===== src/rtl/mult_div_if.sv =====
// Handshake and data bundle between the core and the multiply/divide unit.
interface mult_div_if;
    logic        start;
    logic [1:0]  op;
    logic [31:0] rs_data;
    logic [31:0] rt_data;
    logic        hi_we;
    logic        lo_we;
    logic        busy;
    logic        done;
    logic [31:0] hi;
    logic [31:0] lo;

    modport master (
        output start, op, rs_data, rt_data, hi_we, lo_we,
        input  busy, done, hi, lo
    );

    modport slave (
        input  start, op, rs_data, rt_data, hi_we, lo_we,
        output busy, done, hi, lo
    );
endinterface


===== src/rtl/mult_div_unit.sv =====
// Iterative HI/LO multiply/divide unit: 32 radix-2 steps per operation.
// Operands are reduced to magnitudes on start; signs are re-applied in FIX.
// Build option: define MULDIV_DIV_EN to include the restoring divider.
// Without it DIV/DIVU complete immediately as no-ops (HI/LO untouched).
//
// state | meaning
// IDLE  | waiting for start, MTHI/MTLO writes allowed
// CALC  | 32 iteration cycles, HI/LO held
// FIX   | sign correction and HI/LO write-back
module mult_div_unit (
    input  logic       clk,
    input  logic       rst_n,
    mult_div_if.slave  bus
);
    typedef enum logic [1:0] {IDLE, CALC, FIX} state_t;

    state_t      state;
    logic [4:0]  cnt;
    logic [63:0] prod;     // multiply: {partial, multiplier}; divide: {remainder, dividend/quotient}
    logic [31:0] opb;      // multiplicand or divisor magnitude
    logic        neg_q;
    logic        busy_r;
    logic        done_r;
    logic [31:0] hi_r;
    logic [31:0] lo_r;

    logic        signed_op;
    logic        a_neg;
    logic        b_neg;
    logic [31:0] abs_a;
    logic [31:0] abs_b;
    logic [32:0] mul_sum;
    logic [63:0] mul_next;
    logic [63:0] prod_neg;

    assign signed_op = ~bus.op[0];
    assign a_neg     = signed_op & bus.rs_data[31];
    assign b_neg     = signed_op & bus.rt_data[31];
    assign abs_a     = a_neg ? (~bus.rs_data + 32'd1) : bus.rs_data;
    assign abs_b     = b_neg ? (~bus.rt_data + 32'd1) : bus.rt_data;

    // Shift-add: conditionally add the multiplicand, then shift right keeping the carry.
    assign mul_sum   = {1'b0, prod[63:32]} + (prod[0] ? {1'b0, opb} : 33'd0);
    assign mul_next  = {mul_sum, prod[31:1]};
    assign prod_neg  = ~prod + 64'd1;

`ifdef MULDIV_DIV_EN
    logic        is_div;
    logic        neg_r;
    logic        div_zero;
    logic [32:0] div_shift;
    logic [32:0] div_diff;
    logic [63:0] div_next;
    logic [31:0] rem_fix;
    logic [31:0] quo_fix;

    // Restoring step; with a zero divisor the dividend simply shifts into the
    // remainder, which is why HI ends up as rs_data once the sign is restored.
    assign div_shift = {prod[63:32], prod[31]};
    assign div_diff  = div_shift - {1'b0, opb};
    assign div_next  = div_diff[32] ? {div_shift[31:0], prod[30:0], 1'b0}
                                    : {div_diff[31:0],  prod[30:0], 1'b1};
    assign rem_fix   = neg_r ? (~prod[63:32] + 32'd1) : prod[63:32];
    assign quo_fix   = div_zero ? 32'hFFFF_FFFF
                     : (neg_q ? (~prod[31:0] + 32'd1) : prod[31:0]);
`endif

    assign bus.busy = busy_r;
    assign bus.done = done_r;
    assign bus.hi   = hi_r;
    assign bus.lo   = lo_r;

    // Control FSM with registered busy/done and the iteration datapath.
    always_ff @(posedge clk or negedge rst_n) begin
        if (!rst_n) begin
            state    <= IDLE;
            cnt      <= 5'd0;
            prod     <= 64'd0;
            opb      <= 32'd0;
            neg_q    <= 1'b0;
            busy_r   <= 1'b0;
            done_r   <= 1'b0;
            hi_r     <= 32'd0;
            lo_r     <= 32'd0;
`ifdef MULDIV_DIV_EN
            is_div   <= 1'b0;
            neg_r    <= 1'b0;
            div_zero <= 1'b0;
`endif
        end else begin
            done_r <= 1'b0;
            case (state)
                IDLE: begin
                    if (bus.start) begin
`ifdef MULDIV_DIV_EN
                        state    <= CALC;
                        busy_r   <= 1'b1;
                        cnt      <= 5'd0;
                        prod     <= {32'd0, abs_a};
                        opb      <= abs_b;
                        neg_q    <= a_neg ^ b_neg;
                        is_div   <= bus.op[1];
                        neg_r    <= a_neg;
                        div_zero <= (bus.rt_data == 32'd0);
`else
                        if (!bus.op[1]) begin
                            state  <= CALC;
                            busy_r <= 1'b1;
                            cnt    <= 5'd0;
                            prod   <= {32'd0, abs_a};
                            opb    <= abs_b;
                            neg_q  <= a_neg ^ b_neg;
                        end else begin
                            done_r <= 1'b1;
                        end
`endif
                    end else begin
                        if (bus.hi_we) hi_r <= bus.rs_data;
                        if (bus.lo_we) lo_r <= bus.rs_data;
                    end
                end
                CALC: begin
`ifdef MULDIV_DIV_EN
                    prod <= is_div ? div_next : mul_next;
`else
                    prod <= mul_next;
`endif
                    cnt <= cnt + 5'd1;
                    if (cnt == 5'd31) state <= FIX;
                end
                FIX: begin
                    state  <= IDLE;
                    busy_r <= 1'b0;
                    done_r <= 1'b1;
                    cnt    <= 5'd0;
`ifdef MULDIV_DIV_EN
                    if (is_div) begin
                        hi_r <= rem_fix;
                        lo_r <= quo_fix;
                    end else begin
                        {hi_r, lo_r} <= neg_q ? prod_neg : prod;
                    end
`else
                    {hi_r, lo_r} <= neg_q ? prod_neg : prod;
`endif
                end
                default: state <= IDLE;
            endcase
        end
    end
endmodule


===== src/flat_wrapper.sv =====
// flat-port wrapper written by rule: the top's interface ports become plain ports
module mult_div_unit_flat 
  (clk, rst_n, bus_start, bus_op, bus_rs_data, bus_rt_data, bus_hi_we, bus_lo_we, bus_busy, bus_done, bus_hi, bus_lo);
  mult_div_if bus_i ();
  input  logic clk;
  input  logic rst_n;
  input wire logic [$bits(bus_i.start)-1:0] bus_start;
  input wire logic [$bits(bus_i.op)-1:0] bus_op;
  input wire logic [$bits(bus_i.rs_data)-1:0] bus_rs_data;
  input wire logic [$bits(bus_i.rt_data)-1:0] bus_rt_data;
  input wire logic [$bits(bus_i.hi_we)-1:0] bus_hi_we;
  input wire logic [$bits(bus_i.lo_we)-1:0] bus_lo_we;
  output wire logic [$bits(bus_i.busy)-1:0] bus_busy;
  output wire logic [$bits(bus_i.done)-1:0] bus_done;
  output wire logic [$bits(bus_i.hi)-1:0] bus_hi;
  output wire logic [$bits(bus_i.lo)-1:0] bus_lo;
  assign bus_i.start = bus_start;
  assign bus_i.op = bus_op;
  assign bus_i.rs_data = bus_rs_data;
  assign bus_i.rt_data = bus_rt_data;
  assign bus_i.hi_we = bus_hi_we;
  assign bus_i.lo_we = bus_lo_we;
  assign bus_busy = bus_i.busy;
  assign bus_done = bus_i.done;
  assign bus_hi = bus_i.hi;
  assign bus_lo = bus_i.lo;
  mult_div_unit u_core (.clk(clk), .rst_n(rst_n), .bus(bus_i));
endmodule

===== config.mk =====
export PLATFORM = sky130hd
export DESIGN_NAME = mult_div_unit_flat
export DESIGN_NICKNAME = d
export VERILOG_FILES = /design/src/rtl/mult_div_if.sv /design/src/rtl/mult_div_unit.sv /design/src/flat_wrapper.sv
export SDC_FILE = /design/constraint.sdc
export NUM_CORES = 1
export LEC_CHECK = 0
export ABC_AREA = 0
export ABC_CLOCK_PERIOD_IN_PS = 5000
export CORE_MARGIN = 4
export CORE_UTILIZATION = 35
export CTS_BUF_LIST = sky130_fd_sc_hd__clkbuf_16
export CTS_CLUSTER_DIAMETER = 120
export CTS_CLUSTER_SIZE = 10
export DETAILED_ROUTE_END_ITERATION = 16
export DONT_BUFFER_PORTS = 1
export SYNTH_ARGS = -nofsm -noshare
export SYNTH_HDL_FRONTEND = slang
export SYNTH_SLANG_ARGS = --single-unit

===== constraint.sdc =====
create_clock -name clk -period 5 [get_ports clk]
set_clock_uncertainty 0.1 [all_clocks]
set_input_delay 1.25 -clock clk [delete_from_list [all_inputs] [get_ports clk]]
set_output_delay 1.25 -clock clk [all_outputs]
set_load 0.01 [all_outputs]

# --- Yosys cells after proc, flatten, opt, wreduce, memory -nomap -nowiden ---
# Index checks and enable logic that the tools add are counted.
# W data, S select, Z words.
op_classes:
  add_sub_neg: 5
  mul: 0
  n_div: 0
  magnitude_cmp: 0
  n_eq_ne: 9
  n_shift: 0
  muxes: 26
  n_bitwise: 8
  n_reduce_logical: 11
op_table:
  columns: ["operator", "n"]
  rows:
  - ["$mux W32", 7]
  - ["$mux W64", 3]
  - ["$pmux W32 S2", 2]
  - ["$pmux W64 S2", 1]
  - ["$add A32 B1 Y32 const B", 2]
  - ["$add A64 B1 Y64 const B", 1]
  - ["$not A32 Y32", 2]
  - ["$not A64 Y64", 1]
  - ["$add A32 B33 Y33", 1]
  - ["$reduce_and A3 Y1", 7]
  - ["$pmux W5 S3", 1]
  - ["$mux W5", 2]
  - ["$ne A2 B2 Y1 const B", 5]
  - ["$mux W2", 3]
  - ["$add A5 B1 Y5 const B", 1]
  - ["$eq A5 B5 Y1 const B", 1]
  - ["$mux W1", 4]
  - ["$pmux W1 S2", 2]
  - ["$pmux W2 S2", 1]
  - ["$reduce_bool A2 Y1", 2]
  - ["$reduce_bool A3 Y1", 1]
  - ["$and A1 B1 Y1", 2]
  - ["$eq A2 B1 Y1 const B", 1]
  - ["$eq A2 B2 Y1 const B", 1]
  - ["other kinds (4)", 5]
word_totals:
  register_bits: 170
  latch_bits: 0
  ramBits: 0
  romBits: 0
  input_bits: 71
  out_inout_bits: 66
  wordCells: 68
  memories: 0

# --- Longest topological paths before layout ---
depth:
  ltp_word: 6
  depth_mapped: 13
  ltp_nobuf: 12

# --- Least setup slack after synthesis ---
# OpenSTA, ideal clock, no wires.
synth_path:
  kind: "input-to-reg"
  from: "in bus_rs_data[0]"
  to: "reg u_core.prod[24]"
  arrival_time_ns: 3.088
  required_time_ns: 4.823
  setup_slack_ns: 1.735
  path_stages: 10
  path_cell_list: "inv_1 > ha_1 > or4b_2 > or2_2 > nor2_1 > a31oi_1 > a21oi_1 > xnor2_1 > nand2_1 > a21oi_1"
synth_via:
  elab_chain_len: 6
synth_lines:
  columns: ["item", "line_no", "text"]
  rows:
  - ["start, declared", "flat_wrapper.sv:9", "input wire logic [$bits(bus_i.rs_data)-1:0] bus_rs_data;"]
  - ["$not A32 Y32", "mult_div_unit.sv:39", "assign abs_a = a_neg ? (~bus.rs_data + 32'd1) : bus.rs_data;"]
  - ["$add A32 B1 Y32", "mult_div_unit.sv:39", null]
  - ["$mux W32", "mult_div_unit.sv:39", null]
  - ["$mux W64", "mult_div_unit.sv:106", "if (!bus.op[1]) begin"]
  - ["$mux W64", "mult_div_unit.sv:94", "if (bus.start) begin"]
  - ["$pmux W64 S2", "mult_div_unit.sv:92", "case (state)"]
  - ["end signal, assigned", "mult_div_unit.sv:110", "prod <= {32'd0, abs_a};"]
  - ["end signal, assigned", "mult_div_unit.sv:126", "prod <= mul_next;"]
  - ["end, declared", "mult_div_unit.sv:19", "logic [63:0] prod;"]
# No other way between the ends. The select of a mux whose other input is x is not followed.
# A chain may end at the register's enable or synchronous reset.

# --- Worst setup path in the final report ---
layout_path:
  from: "reg u_core.prod[0]"
  to: "reg u_core.prod[59]"
layout_via:
  elab_chain_len: 3
layout_lines:
  columns: ["item", "line_no", "text"]
  rows:
  - ["$mux W32", "mult_div_unit.sv:43", "assign mul_sum = {1'b0, prod[63:32]} + (prod[0] ? {1'b0, opb} : 33'd0);"]
  - ["$add A32 B33 Y33", "mult_div_unit.sv:43", null]
  - ["$pmux W64 S2", "mult_div_unit.sv:92", null]
# No other way between the ends.

==> results.json <==
{
  "first_pass_iters": 7,
  "startpoint": "u_core.prod[0]",
  "fin_crit_sh_pct": 68.1,
  "grt_max_degree": 171,
  "finalNetCount": 1459,
  "place.gp.congestion": 0.879,
  "grt_antenna_before_repair": 0,
  "status": "complete, no violations",
  "combPwrFrac_pct": 47.3,
  "syn-mean-instance-area_sq_um": 8.41,
  "net-switching-power_mw": 3.76,
  "cts-hold-fix-buffers": 0,
  "ctsResizeCount": 0,
  "synth_cell_types": 72,
  "cts_sinks": 170,
  "finalHoldViolations": 0,
  "start_util_pct": 35.4,
  "via_per_inst": 5.56,
  "n_fill_cell": 3461,
  "synth_ff_type": "dfrtp_1",
  "drv_cap": 0,
  "r2r_end": "u_core.prod[59]",
  "synth_edf_count": 0,
  "syn_inst": 1410,
  "post_cts_buffers": 0,
  "reg2reg_slack_ns": 1.60,
  "synth_warnings": 0,
  "crit_slowest_cell": "fa_1",
  "finalMaxSlewViolations": 0,
  "crit_required_ns": 5.27,
  "irDropWorstVdd_v": 0.000310,
  "worstPathArrival_ns": 3.67,
  "worst_pin_slew_ns": 1.15,
  "clockRootBuffer": "clkbuf_16",
  "seqPwrFrac_pct": 36.5,
  "cts.path.max_buffers": 2,
  "grt_pass1_wl_mm": 53.8,
  "critical-path-max-stage-delay_ns": 0.44,
  "period_minus_slack_ns": 3.40,
  "clock.fmax_mhz": 294,
  "cts_tree": "yes",
  "wirelength_mm": 34.2,
  "crit_chain": "buf_4 > nand2_1 > fa_1 > nor2b_1 > o211ai_1 > a21boi_0 > o31a_1 > a21oi_1 > o31a_1 > or4_1 > o211ai_1",
  "power.total_mw": 8.07,
  "setup_tns_ns": 0,
  "cp-start-kind": "flop",
  "worst-path-max-fanout": 31,
  "drtAntennaViolNets": 0,
  "switching_share_pct": 46.6,
  "crit_type": "reg -> reg",
  "hp-class": "reg -> reg",
  "grt_pass1_vias": 9702,
  "worstRegToRegCells": 11,
  "finalSetupViolCount": 0,
  "h-tree-depth": 4,
  "hold_slack_ns": 0.373,
  "syn_nets": 1519,
  "core_area_sq_um": 33400,
  "rows": 67,
  "dp_hpwl_mm": 25.4,
  "numCtsBuffers": 17,
  "crit_path_end": "u_core.prod[59]",
  "drc": 0,
  "die_w_um": 192,
  "netlist_area_sq_um": 11900,
  "die_height_um": 192,
  "slew_headroom_pct": 23.1,
  "p_leak_nw": 4.96,
  "pwr_density_cell_nw_per_um2": 633,
  "pwr-share-clk_pct": 16.2,
  "clk_pin_slew_worst_paths_ns": 0.08,
  "syn2layout_area_growth_pct": 7.57,
  "clock_latency_ns": 0.45,
  "rsz0062_at_grt": "false",
  "track_usage_pct": 18.4,
  "io_pins": 137,
  "drive_gt1_share_pct": 5.80,
  "dieArea_sq_um": 36900,
  "seq_area_frac_synth_pct": 35.9,
  "synth_seq_cells": 170,
  "async_reset_ff_share_pct": 100,
  "end_kind": "flop",
  "timing.rr.start": "u_core.prod[0]",
  "drt_iter0_drc": 806,
  "vias": 10064,
  "io_buffers": 0,
  "antennaDiodeCount": 0,
  "wl_per_cell_um": 18.9,
  "p_int_mw": 4.31,
  "grt_overflow_total": 0
}
[cells in the final DEF, fill, tap and decap left out, drive strengths merged, types with 4 or more instances in the layout]
cell type and instances:
dfrtp 170, a21oi 91, clkinv 4, o41ai 16, o22ai 5, nand4 11
or3 10, nor3 21, o211ai 7, nor2 80, clkbuf 17, a21o 18
nor4 20, mux2i 37, a31oi 29, o21bai 4, buf 12, nand3 39
and2 37, inv 26, xor2 66, nor2b 37, and3 7, nand2 189
ha 37, xnor2 79, o21ai 158, or2 5, nand2b 17, or4 12
a211oi 28, o31ai 27
[logic make-up (layout without fill, tap and decap cells)]
family,Yosys count,count (layout),share of synthesized area [%]
adder cells (fa/ha/maj),38,38,4.07
AND/OR/NAND/NOR,497,497,21.0
AO/OA/AOI/OAI,415,415,21.5
XOR/XNOR,145,145,10.7
flip-flops,170,170,35.9
multiplexers,39,39,3.31
buffers and inverters,106,59,3.43
[power groups by stage]
stage	sequential, mW	clock [mW]	combinational (mW)
floorplan	2.60	0	3.09
global placement	2.96	0	3.73
detailed placement	2.97	0	3.79
CTS	2.95	1.34	3.81
global route	3.06	1.39	4.31
finish	2.95	1.31	3.81
[through the flow]
| stage | area, sq um | cells | setup slack [ns] | utilization [%] |
|---|---|---|---|---|
| after global placement | 12200 | 1779 | 1.48 | 36.5 |
| after global routing | 12700 | 1811 | 1.32 | 38.1 |
| after CTS | 12700 | 1811 | 1.60 | 38.1 |
| after detailed placement | 12200 | 1779 | 1.49 | 36.5 |
| after floorplan | 11900 | 1410 | 1.73 | - |
| final | 12700 | 1811 | 1.60 | 38.1 |
[worst min-delay path by stage]
stage	from	endpoint	slack [ns]	depth (start not counted)
2_1_floorplan	u_core.opb[0]	u_core.opb[0]	0.34	2
3_3_place_gp	u_core.opb[23]	u_core.opb[23]	0.36	2
3_5_place_dp	u_core.opb[8]	u_core.opb[8]	0.36	2
4_1_cts	rst_n	u_core.bus.busy	0.37	0
5_1_grt	rst_n	u_core.bus.hi[5]	0.36	0
6_report	u_core.opb[25]	u_core.opb[25]	0.37	2
[registers in the layout (all words and copies together), names as in the netlist]
name	flops
u_core.prod	64
u_core.bus.hi	32
u_core.neg_q	1
u_core.bus.lo	32
u_core.bus.busy	1
u_core.state	2
u_core.cnt	5
u_core.bus.done	1
u_core.opb	32
[routing by layer]
| metal | up-vias | track usage (%) | routed length (um) |
|---|---|---|---|
| met2 | 289 | 29.5 | 15600 |
| met4 | 0 | 4.11 | 476 |
| li1 | 4929 | - | - |
| met5 | - | 0 | 0 |
| met1 | 4809 | 25.5 | 15800 |
| met3 | 37 | 3.93 | 2320 |
[final cells by class]
type                       count  area (sq um)  area share [%]
clock buffer                  17           425            3.34
multi-input combinational   1134          7220            56.6
tap                          448           561            4.40
timing repair buffer          12           103           0.805
inverter                      15          56.3           0.442
sequential                   170          4260            33.4
clock inverter                15           128            1.00
[synthesized netlist by cell type, types with 3 or more instances]
cell / number / share of area [%]
inv_1: 15 / 0.48
dfrtp_1: 170 / 36
o21bai_1: 4 / 0.25
o211ai_1: 7 / 0.44
or2_2: 3 / 0.16
a211oi_1: 28 / 1.8
nor3_1: 20 / 0.84
clkbuf_1: 74 / 2.3
nor4_2: 3 / 0.32
xnor2_1: 79 / 5.8
a22o_1: 3 / 0.22
nand3_1: 36 / 1.5
a31o_2: 3 / 0.22
a21o_1: 18 / 1.1
nor2_1: 79 / 2.5
nand3_2: 3 / 0.25
a21oi_1: 91 / 3.8
a21boi_0: 3 / 0.19
o21ai_1: 15 / 0.63
o41ai_2: 5 / 0.69
and2_1: 37 / 2.0
o2111ai_1: 3 / 0.22
mux2i_1: 37 / 3.1
and3_1: 7 / 0.37
or4_1: 10 / 0.63
nand4_1: 11 / 0.58
or3_1: 10 / 0.53
o21a_1: 3 / 0.19
nand2b_1: 17 / 0.90
nor4_1: 17 / 0.90
nand3b_1: 3 / 0.19
a31oi_1: 29 / 1.5
o22ai_1: 5 / 0.26
o41ai_1: 11 / 0.81
nand2_1: 189 / 6.0
ha_1: 37 / 3.9
buf_1: 15 / 0.48
nor2b_1: 37 / 2.0
o21ai_0: 143 / 6.0
xor2_1: 66 / 4.9
o31ai_1: 26 / 1.6
[critical path: cells and delay by family (launching register included)]
kind | cells | cell delay [ns]
flops | 1 | 0.43
simple gates | 3 | 0.72
buf+inv | 1 | 0.28
compound gates | 6 | 1.35
fa+ha+maj | 1 | 0.44
Note: power is estimated with default switching activity, not from simulation.
